$ cat src/rtl/dmem_lsu_if.sv
// Request/response handshake plus byte-strobed data RAM port for the MEM-stage load/store unit.
// The slave modport is the LSU. The master modport is the pipeline and RAM side.
interface dmem_lsu_if;
   logic        req_valid_i;
   logic        req_ready_o;
   logic        req_we_i;
   logic [1:0]  req_size_i;
   logic        req_unsigned_i;
   logic [31:0] req_addr_i;
   logic [31:0] req_wdata_i;
   logic        rsp_valid_o;
   logic [31:0] rsp_rdata_o;
   logic        rsp_err_o;
   logic [31:0] addr_dmem_ram_o;
   logic [31:0] wr_data_dmem_ram_o;
   logic [0:3]  wr_strb_dmem_ram_o;
   logic        wr_en_dmem_ram_o;
   logic [31:0] read_data_dmem_ram_i;

   modport slave (
      input  req_valid_i, req_we_i, req_size_i, req_unsigned_i, req_addr_i, req_wdata_i,
             read_data_dmem_ram_i,
      output req_ready_o, rsp_valid_o, rsp_rdata_o, rsp_err_o,
             addr_dmem_ram_o, wr_data_dmem_ram_o, wr_strb_dmem_ram_o, wr_en_dmem_ram_o
   );

   modport master (
      output req_valid_i, req_we_i, req_size_i, req_unsigned_i, req_addr_i, req_wdata_i,
             read_data_dmem_ram_i,
      input  req_ready_o, rsp_valid_o, rsp_rdata_o, rsp_err_o,
             addr_dmem_ram_o, wr_data_dmem_ram_o, wr_strb_dmem_ram_o, wr_en_dmem_ram_o
   );
endinterface

$ cat src/rtl/dmem_lsu.sv
// MEM-stage load/store initiator. It issues one or two word accesses per request.
// It aligns store lanes and sign- or zero-extends load data.
module dmem_lsu #(
   parameter bit ALLOW_MISALIGNED = 1'b1
) (
   input logic       clk,
   input logic       reset,
   dmem_lsu_if.slave bus
);

   typedef enum logic [1:0] {IDLE, LO, HI, DONE} state_t;

   state_t      state;
   logic        we_q, uns_q;
   logic [1:0]  size_q, off_q;
   logic [29:0] word_q;
   logic [31:0] wdata_q, lo_buf;
   logic [3:0]  mask_hi_q;

   logic [1:0]  off_in;
   logic [3:0]  lane_base;
   logic [7:0]  mask_in;
   logic        bad_in;
   logic [31:0] wdata_lo_in, wdata_hi;

   // strb bit n covers bits [8n+7:8n], so map by index rather than by packed position
   function automatic logic [0:3] to_strb(input logic [3:0] m);
      logic [0:3] s;
      for (int n = 0; n < 4; n++) s[n] = m[n];
      return s;
   endfunction

   function automatic logic [31:0] load_ext(input logic [63:0] dw, input logic [1:0] off,
                                            input logic [1:0] size, input logic uns);
      logic [63:0] sh;
      logic [31:0] r;
      sh = dw >> {off, 3'b000};
      case (size)
         2'd0:    r = uns ? {24'h0, sh[7:0]}  : {{24{sh[7]}}, sh[7:0]};
         2'd1:    r = uns ? {16'h0, sh[15:0]} : {{16{sh[15]}}, sh[15:0]};
         default: r = sh[31:0];
      endcase
      return r;
   endfunction

   always_comb begin
      off_in = bus.req_addr_i[1:0];
      case (bus.req_size_i)
         2'd0:    lane_base = 4'h1;
         2'd1:    lane_base = 4'h3;
         default: lane_base = 4'hF;
      endcase
      mask_in     = {4'h0, lane_base} << off_in;
      bad_in      = (bus.req_size_i == 2'd3) || ((|mask_in[7:4]) && !ALLOW_MISALIGNED);
      wdata_lo_in = bus.req_wdata_i << {off_in, 3'b000};
      // only reached with off_q != 0, so the shift stays below 32
      wdata_hi    = wdata_q >> (6'd32 - {1'b0, off_q, 3'b000});
   end

   always_ff @(posedge clk) begin
      if (reset) begin
         state                  <= IDLE;
         bus.req_ready_o        <= 1'b1;
         bus.rsp_valid_o        <= 1'b0;
         bus.rsp_err_o          <= 1'b0;
         bus.rsp_rdata_o        <= '0;
         bus.addr_dmem_ram_o    <= '0;
         bus.wr_data_dmem_ram_o <= '0;
         bus.wr_strb_dmem_ram_o <= '0;
         bus.wr_en_dmem_ram_o   <= 1'b0;
         we_q                   <= 1'b0;
         uns_q                  <= 1'b0;
         size_q                 <= '0;
         off_q                  <= '0;
         word_q                 <= '0;
         wdata_q                <= '0;
         lo_buf                 <= '0;
         mask_hi_q              <= '0;
      end else begin
         case (state)
            IDLE: if (bus.req_valid_i) begin
               we_q            <= bus.req_we_i;
               uns_q           <= bus.req_unsigned_i;
               size_q          <= bus.req_size_i;
               off_q           <= off_in;
               word_q          <= bus.req_addr_i[31:2];
               wdata_q         <= bus.req_wdata_i;
               mask_hi_q       <= mask_in[7:4];
               bus.req_ready_o <= 1'b0;
               if (bad_in) begin
                  state           <= DONE;
                  bus.rsp_valid_o <= 1'b1;
                  bus.rsp_err_o   <= 1'b1;
               end else begin
                  state                  <= LO;
                  bus.addr_dmem_ram_o    <= {bus.req_addr_i[31:2], 2'b00};
                  bus.wr_data_dmem_ram_o <= wdata_lo_in;
                  bus.wr_strb_dmem_ram_o <= to_strb(mask_in[3:0]);
                  bus.wr_en_dmem_ram_o   <= bus.req_we_i;
               end
            end
            LO: begin
               lo_buf <= bus.read_data_dmem_ram_i;
               if (|mask_hi_q) begin
                  state                  <= HI;
                  bus.addr_dmem_ram_o    <= {word_q + 30'd1, 2'b00};
                  bus.wr_data_dmem_ram_o <= wdata_hi;
                  bus.wr_strb_dmem_ram_o <= to_strb(mask_hi_q);
                  bus.wr_en_dmem_ram_o   <= we_q;
               end else begin
                  state                  <= DONE;
                  bus.addr_dmem_ram_o    <= '0;
                  bus.wr_data_dmem_ram_o <= '0;
                  bus.wr_strb_dmem_ram_o <= '0;
                  bus.wr_en_dmem_ram_o   <= 1'b0;
                  bus.rsp_valid_o        <= 1'b1;
                  bus.rsp_rdata_o        <= we_q ? '0 :
                     load_ext({32'h0, bus.read_data_dmem_ram_i}, off_q, size_q, uns_q);
               end
            end
            HI: begin
               // the high word is consumed on the same edge it is sampled
               state                  <= DONE;
               bus.addr_dmem_ram_o    <= '0;
               bus.wr_data_dmem_ram_o <= '0;
               bus.wr_strb_dmem_ram_o <= '0;
               bus.wr_en_dmem_ram_o   <= 1'b0;
               bus.rsp_valid_o        <= 1'b1;
               bus.rsp_rdata_o        <= we_q ? '0 :
                  load_ext({bus.read_data_dmem_ram_i, lo_buf}, off_q, size_q, uns_q);
            end
            DONE: begin
               state           <= IDLE;
               bus.rsp_valid_o <= 1'b0;
               bus.rsp_err_o   <= 1'b0;
               bus.rsp_rdata_o <= '0;
               bus.req_ready_o <= 1'b1;
            end
         endcase
      end
   end

endmodule
$ cat src/flat_wrapper.sv
// flat-port wrapper written by rule: the top's interface ports become plain ports
module dmem_lsu_flat 
#(
   parameter bit ALLOW_MISALIGNED = 1'b1
)
  (clk, reset, bus_req_valid_i, bus_req_we_i, bus_req_size_i, bus_req_unsigned_i, bus_req_addr_i, bus_req_wdata_i, bus_read_data_dmem_ram_i, bus_req_ready_o, bus_rsp_valid_o, bus_rsp_rdata_o, bus_rsp_err_o, bus_addr_dmem_ram_o, bus_wr_data_dmem_ram_o, bus_wr_strb_dmem_ram_o, bus_wr_en_dmem_ram_o);
  dmem_lsu_if bus_i ();
  input logic clk;
  input logic reset;
  input wire logic [$bits(bus_i.req_valid_i)-1:0] bus_req_valid_i;
  input wire logic [$bits(bus_i.req_we_i)-1:0] bus_req_we_i;
  input wire logic [$bits(bus_i.req_size_i)-1:0] bus_req_size_i;
  input wire logic [$bits(bus_i.req_unsigned_i)-1:0] bus_req_unsigned_i;
  input wire logic [$bits(bus_i.req_addr_i)-1:0] bus_req_addr_i;
  input wire logic [$bits(bus_i.req_wdata_i)-1:0] bus_req_wdata_i;
  input wire logic [$bits(bus_i.read_data_dmem_ram_i)-1:0] bus_read_data_dmem_ram_i;
  output wire logic [$bits(bus_i.req_ready_o)-1:0] bus_req_ready_o;
  output wire logic [$bits(bus_i.rsp_valid_o)-1:0] bus_rsp_valid_o;
  output wire logic [$bits(bus_i.rsp_rdata_o)-1:0] bus_rsp_rdata_o;
  output wire logic [$bits(bus_i.rsp_err_o)-1:0] bus_rsp_err_o;
  output wire logic [$bits(bus_i.addr_dmem_ram_o)-1:0] bus_addr_dmem_ram_o;
  output wire logic [$bits(bus_i.wr_data_dmem_ram_o)-1:0] bus_wr_data_dmem_ram_o;
  output wire logic [$bits(bus_i.wr_strb_dmem_ram_o)-1:0] bus_wr_strb_dmem_ram_o;
  output wire logic [$bits(bus_i.wr_en_dmem_ram_o)-1:0] bus_wr_en_dmem_ram_o;
  assign bus_i.req_valid_i = bus_req_valid_i;
  assign bus_i.req_we_i = bus_req_we_i;
  assign bus_i.req_size_i = bus_req_size_i;
  assign bus_i.req_unsigned_i = bus_req_unsigned_i;
  assign bus_i.req_addr_i = bus_req_addr_i;
  assign bus_i.req_wdata_i = bus_req_wdata_i;
  assign bus_i.read_data_dmem_ram_i = bus_read_data_dmem_ram_i;
  assign bus_req_ready_o = bus_i.req_ready_o;
  assign bus_rsp_valid_o = bus_i.rsp_valid_o;
  assign bus_rsp_rdata_o = bus_i.rsp_rdata_o;
  assign bus_rsp_err_o = bus_i.rsp_err_o;
  assign bus_addr_dmem_ram_o = bus_i.addr_dmem_ram_o;
  assign bus_wr_data_dmem_ram_o = bus_i.wr_data_dmem_ram_o;
  assign bus_wr_strb_dmem_ram_o = bus_i.wr_strb_dmem_ram_o;
  assign bus_wr_en_dmem_ram_o = bus_i.wr_en_dmem_ram_o;
  dmem_lsu #(.ALLOW_MISALIGNED(ALLOW_MISALIGNED)) u_core (.clk(clk), .reset(reset), .bus(bus_i));
endmodule
$ cat config.mk
export PLATFORM = sky130hd
export DESIGN_NAME = dmem_lsu_flat
export DESIGN_NICKNAME = d
export VERILOG_FILES = /design/src/rtl/dmem_lsu_if.sv /design/src/rtl/dmem_lsu.sv /design/src/flat_wrapper.sv
export SDC_FILE = /design/constraint.sdc
export NUM_CORES = 1
export LEC_CHECK = 0
export CORE_UTILIZATION = 48
export DETAILED_ROUTE_END_ITERATION = 10
export GPL_TIMING_DRIVEN = 1
export PLACE_DENSITY = 0.77
export SLEW_MARGIN = 20
export SYNTH_ARGS = -nofsm -noshare
export SYNTH_HDL_FRONTEND = slang
export SYNTH_SLANG_ARGS = --single-unit
$ cat constraint.sdc
create_clock -name clk -period 2.6 [get_ports clk]
set_input_delay 0.39 -clock clk [delete_from_list [all_inputs] [get_ports clk]]
set_output_delay 0.39 -clock clk [all_outputs]
set_load 0.03 [all_outputs]
==> impl_metrics.json <==
{
  "port_buffers": 204,
  "start_util": 0.496,
  "nets": 1603,
  "dpl_cell_area_um2": 13200,
  "rows": 54,
  "powerDensity_nw_per_um2": 1200,
  "htree_levels": 1,
  "n_fill_cell": 1905,
  "end_kind": "register",
  "clk_pin_slew_worst_paths_ns": 0.06,
  "async_flop_share": 0,
  "crit_chain": "inv_1 > ha_2 > o311ai_1 > or3_1 > nor2_4 > nand2_1 > a211oi_1",
  "die_x_um": 153,
  "power_leakage_nw": 5.00,
  "synth_ff_type": "dfxtp_1",
  "ys_warn_count": 0,
  "timing_worst_slew_pin_value_ns": 0.778,
  "die_area_um2": 23400,
  "grt_pass1_wl_um": 54500,
  "cts_tree": "done",
  "hold_viol_final": 0,
  "drive_gt1_frac": 0.0901,
  "finClkSkew_ns": 0.00879,
  "place.gp.congestion": 0.917,
  "grt_overflow": 0,
  "final.setup.tns_ns": 0,
  "syn-instance-count": 1351,
  "finalWorstSetupSlack_ns": 0.273,
  "crit_type": "register to register",
  "r2r-start": "u_core.state[1]",
  "wl_per_cell_um": 19.0,
  "max-cap-violations": 0,
  "antenna_left": 0,
  "synth-xor-area-share": 0.0128,
  "hp-class": "input port to register",
  "pre_cts_slack_ns": 0.246,
  "ff2ff_path_depth": 7,
  "synth_seq_cells": 207,
  "clockBufferDepth": 3,
  "drcViolationCount": 0,
  "drt-pass1-iter-count": 7,
  "path_depth": 7,
  "clock_latency_ns": 0.51,
  "antenna_found_initial": 1,
  "slew_violations": 0,
  "status": "finished clean",
  "crit_start": "u_core.state[1]",
  "syn_avg_cell_area_um2": 8.11,
  "cts_buffers": 23,
  "r2r_slack_ns": 0.27,
  "regToRegEndpoint": "u_core.bus.wr_data_dmem_ram_o[26]",
  "ys_top_cells_by_area": "dfxtp_1 38%, mux2i_1 9.0%, nand2_1 7.3%, a21oi_1 6.1%, nor2_1 4.4%",
  "synthMuxAreaShare": 0.119,
  "setup_viol": 0,
  "synthSimpleGateAreaFrac": 0.205,
  "synth_cell_types": 70,
  "yosysTopAreaCell": "dfxtp_1",
  "netlist_area_um2": 11000,
  "dp_hpwl_um": 23100,
  "utilization": 0.631,
  "yosys.area.top_type_share": 0.378,
  "endpoint": "u_core.bus.wr_data_dmem_ram_o[26]",
  "synth_top_family_by_area": "compound AO/OA/AOI/OAI gates",
  "critPathMaxStageDelay_ns": 0.57,
  "post_cts_buffers": 0,
  "synth-edff-count": 0,
  "yosysSeqAreaShare": 0.378,
  "max-slew-margin-rel": 0.481,
  "critPathMaxFanout": 9,
  "vias": 10800,
  "fin_area_um2": 13900,
  "start_kind": "register",
  "peakVddDrop_mv": 0.641,
  "n_antenna_cell": 0,
  "rsz0062_at_grt": "false",
  "synth_compound_area_frac": 0.220,
  "required_ns": 3.02,
  "hold_buffers": 0,
  "die_h_um": 153,
  "crit_arrival_ns": 2.74,
  "min_period_ns": 2.33,
  "crit_family": "simple AND/OR/NAND/NOR gates",
  "cts_num_sinks": 207,
  "cp_num_buf_inv": 1,
  "io-pin-count": 207,
  "cts_root_buffer": "clkbuf_16",
  "grt_usage": 0.283,
  "core_area_um2": 22100,
  "synthAdderAreaFrac": 0.00799,
  "grt_pass1_vias": 10300,
  "area_growth_pct": 27.2,
  "avgViaCountPerCell": 6.05,
  "grt_max_degree": 77,
  "critPathSlowestCell": "or3_1",
  "drt_iter0_drc": 777,
  "drt-total-wl_um": 33900,
  "fin_crit_sh": 0.895,
  "max_freq_mhz": 430
}
sequential cells by signal, summed over array words and instances (netlist names), 2 cells and up:
name                           count
u_core.bus.rsp_rdata_o            32
u_core.bus.wr_data_dmem_ram_o     32
u_core.lo_buf                     32
u_core.wdata_q                    32
u_core.bus.addr_dmem_ram_o        30
u_core.word_q                     30
u_core.bus.wr_strb_dmem_ram_o      4
u_core.mask_hi_q                   3
u_core.off_q                       2
u_core.size_q                      2
u_core.state                       2
where the power goes:
group | switching [mW] | total [mW] | internal [mW]
clock network | 1.32 | 3.32 | 2.00
logic | 5.07 | 8.42 | 3.35
registers | 0.768 | 4.96 | 4.19
stage by stage:
stage,hold slack (ns),power (mW),cells
detailed placement,0.443,13.3,1748
global route,0.366,17.6,1790
global placement,0.438,13.2,1748
floorplan,0.432,10.3,1352
CTS,0.337,16.7,1790
finish,0.342,16.7,1790
worst register-to-register path: cells and delay by family (launching register included):
kind            cells  cell delay (ns)
compound gates      2             0.47
buf+inv             1             0.12
flops               1             0.35
fa+ha+maj           1             0.35
simple gates        3             0.95
layout by cell type, fill, tap and decap left out, types with 17 or more instances in the layout:
cell type        instances
a221oi_1                34
o21ai_0                 42
nor2_1                 127
nor2b_1                 18
a21oi_1                133
a211oi_1                47
dfxtp_1                205
nor3_1                  40
nand2_1                213
buf_4                   32
mux2i_1                 99
clkdlybuf4s50_1        203
clkbuf_16               23
mux2_2                  28
o22ai_1                 17
kinds of logic (layout without fill, tap and decap cells):
family,count (synthesis),count (layout)
xor gates and xnor gates,16,16
muxes,127,127
DFF,207,207
and+or+nand+nor,491,491
adders and majority gates,7,7
other,1,2
buffers and inverters,136,294
AOI/OAI and AO/OA,366,366
layer usage:
layer / part of all wire / track usage / wire, um / up-vias
met4: 0.034 / 0.105 / 1150 / 0
li1: - / - / - / 5162
met5: 0 / 0 / 0 / -
met3: 0.090 / 0.0468 / 3060 / 78
met2: 0.45 / 0.451 / 15400 / 533
met1: 0.42 / 0.384 / 14300 / 5062
how the worst min path moves through the flow:
| stage | slack [ns] | start | to | cells after the start |
|---|---|---|---|---|
| after floorplan | 0.43 | u_core.wdata_q[0] | u_core.wdata_q[0] | 2 |
| after global placement | 0.44 | u_core.wdata_q[1] | u_core.wdata_q[1] | 2 |
| after detailed placement | 0.44 | u_core.wdata_q[2] | u_core.wdata_q[2] | 2 |
| after CTS | 0.34 | reset | u_core.bus.rsp_rdata_o[0] | 2 |
| after global routing | 0.37 | reset | u_core.bus.rsp_rdata_o[0] | 2 |
| final | 0.34 | reset | u_core.bus.rsp_rdata_o[0] | 2 |
cells in the mapped netlist (5+ instances only):
library cell / count
o21ai_0: 42
nor4_1: 11
a311oi_1: 5
a221oi_1: 34
xnor2_1: 14
nand3_1: 15
a221o_2: 6
nand2b_1: 5
mux2_2: 28
and3_1: 11
and2_1: 5
o221ai_1: 8
dfxtp_1: 207
mux2i_1: 99
buf_4: 6
a211oi_1: 47
or4_1: 6
buf_2: 34
buf_6: 5
a2bb2oi_1: 9
o22ai_1: 17
a31oi_1: 7
nand4_1: 7
a32oi_1: 12
o21bai_1: 7
o211ai_1: 14
a21oi_1: 133
inv_1: 10
clkbuf_1: 67
nand2_1: 214
nor3_1: 40
nor2_1: 128
ha_1: 7
nor2b_1: 18
buf_1: 12
area by class of cell:
type / instances / area, um2 / share of cell area
multi-input combinational: 1009 / 6230 / 0.447
tap: 280 / 350 / 0.0251
clock inverter: 9 / 98.8 / 0.00709
clock buffer: 33 / 673 / 0.0483
sequential: 207 / 4150 / 0.298
timing repair buffer: 242 / 2400 / 0.172
inverter: 10 / 37.5 / 0.00269
what timing repair did:
action / 4_1_cts / 5_1_grt
endpoints found under the setup margin: 0 / 6
endpoints found under the hold margin: 0 / 0
gates resized for setup: 0 / 1
(Power assumes the default switching activity.)
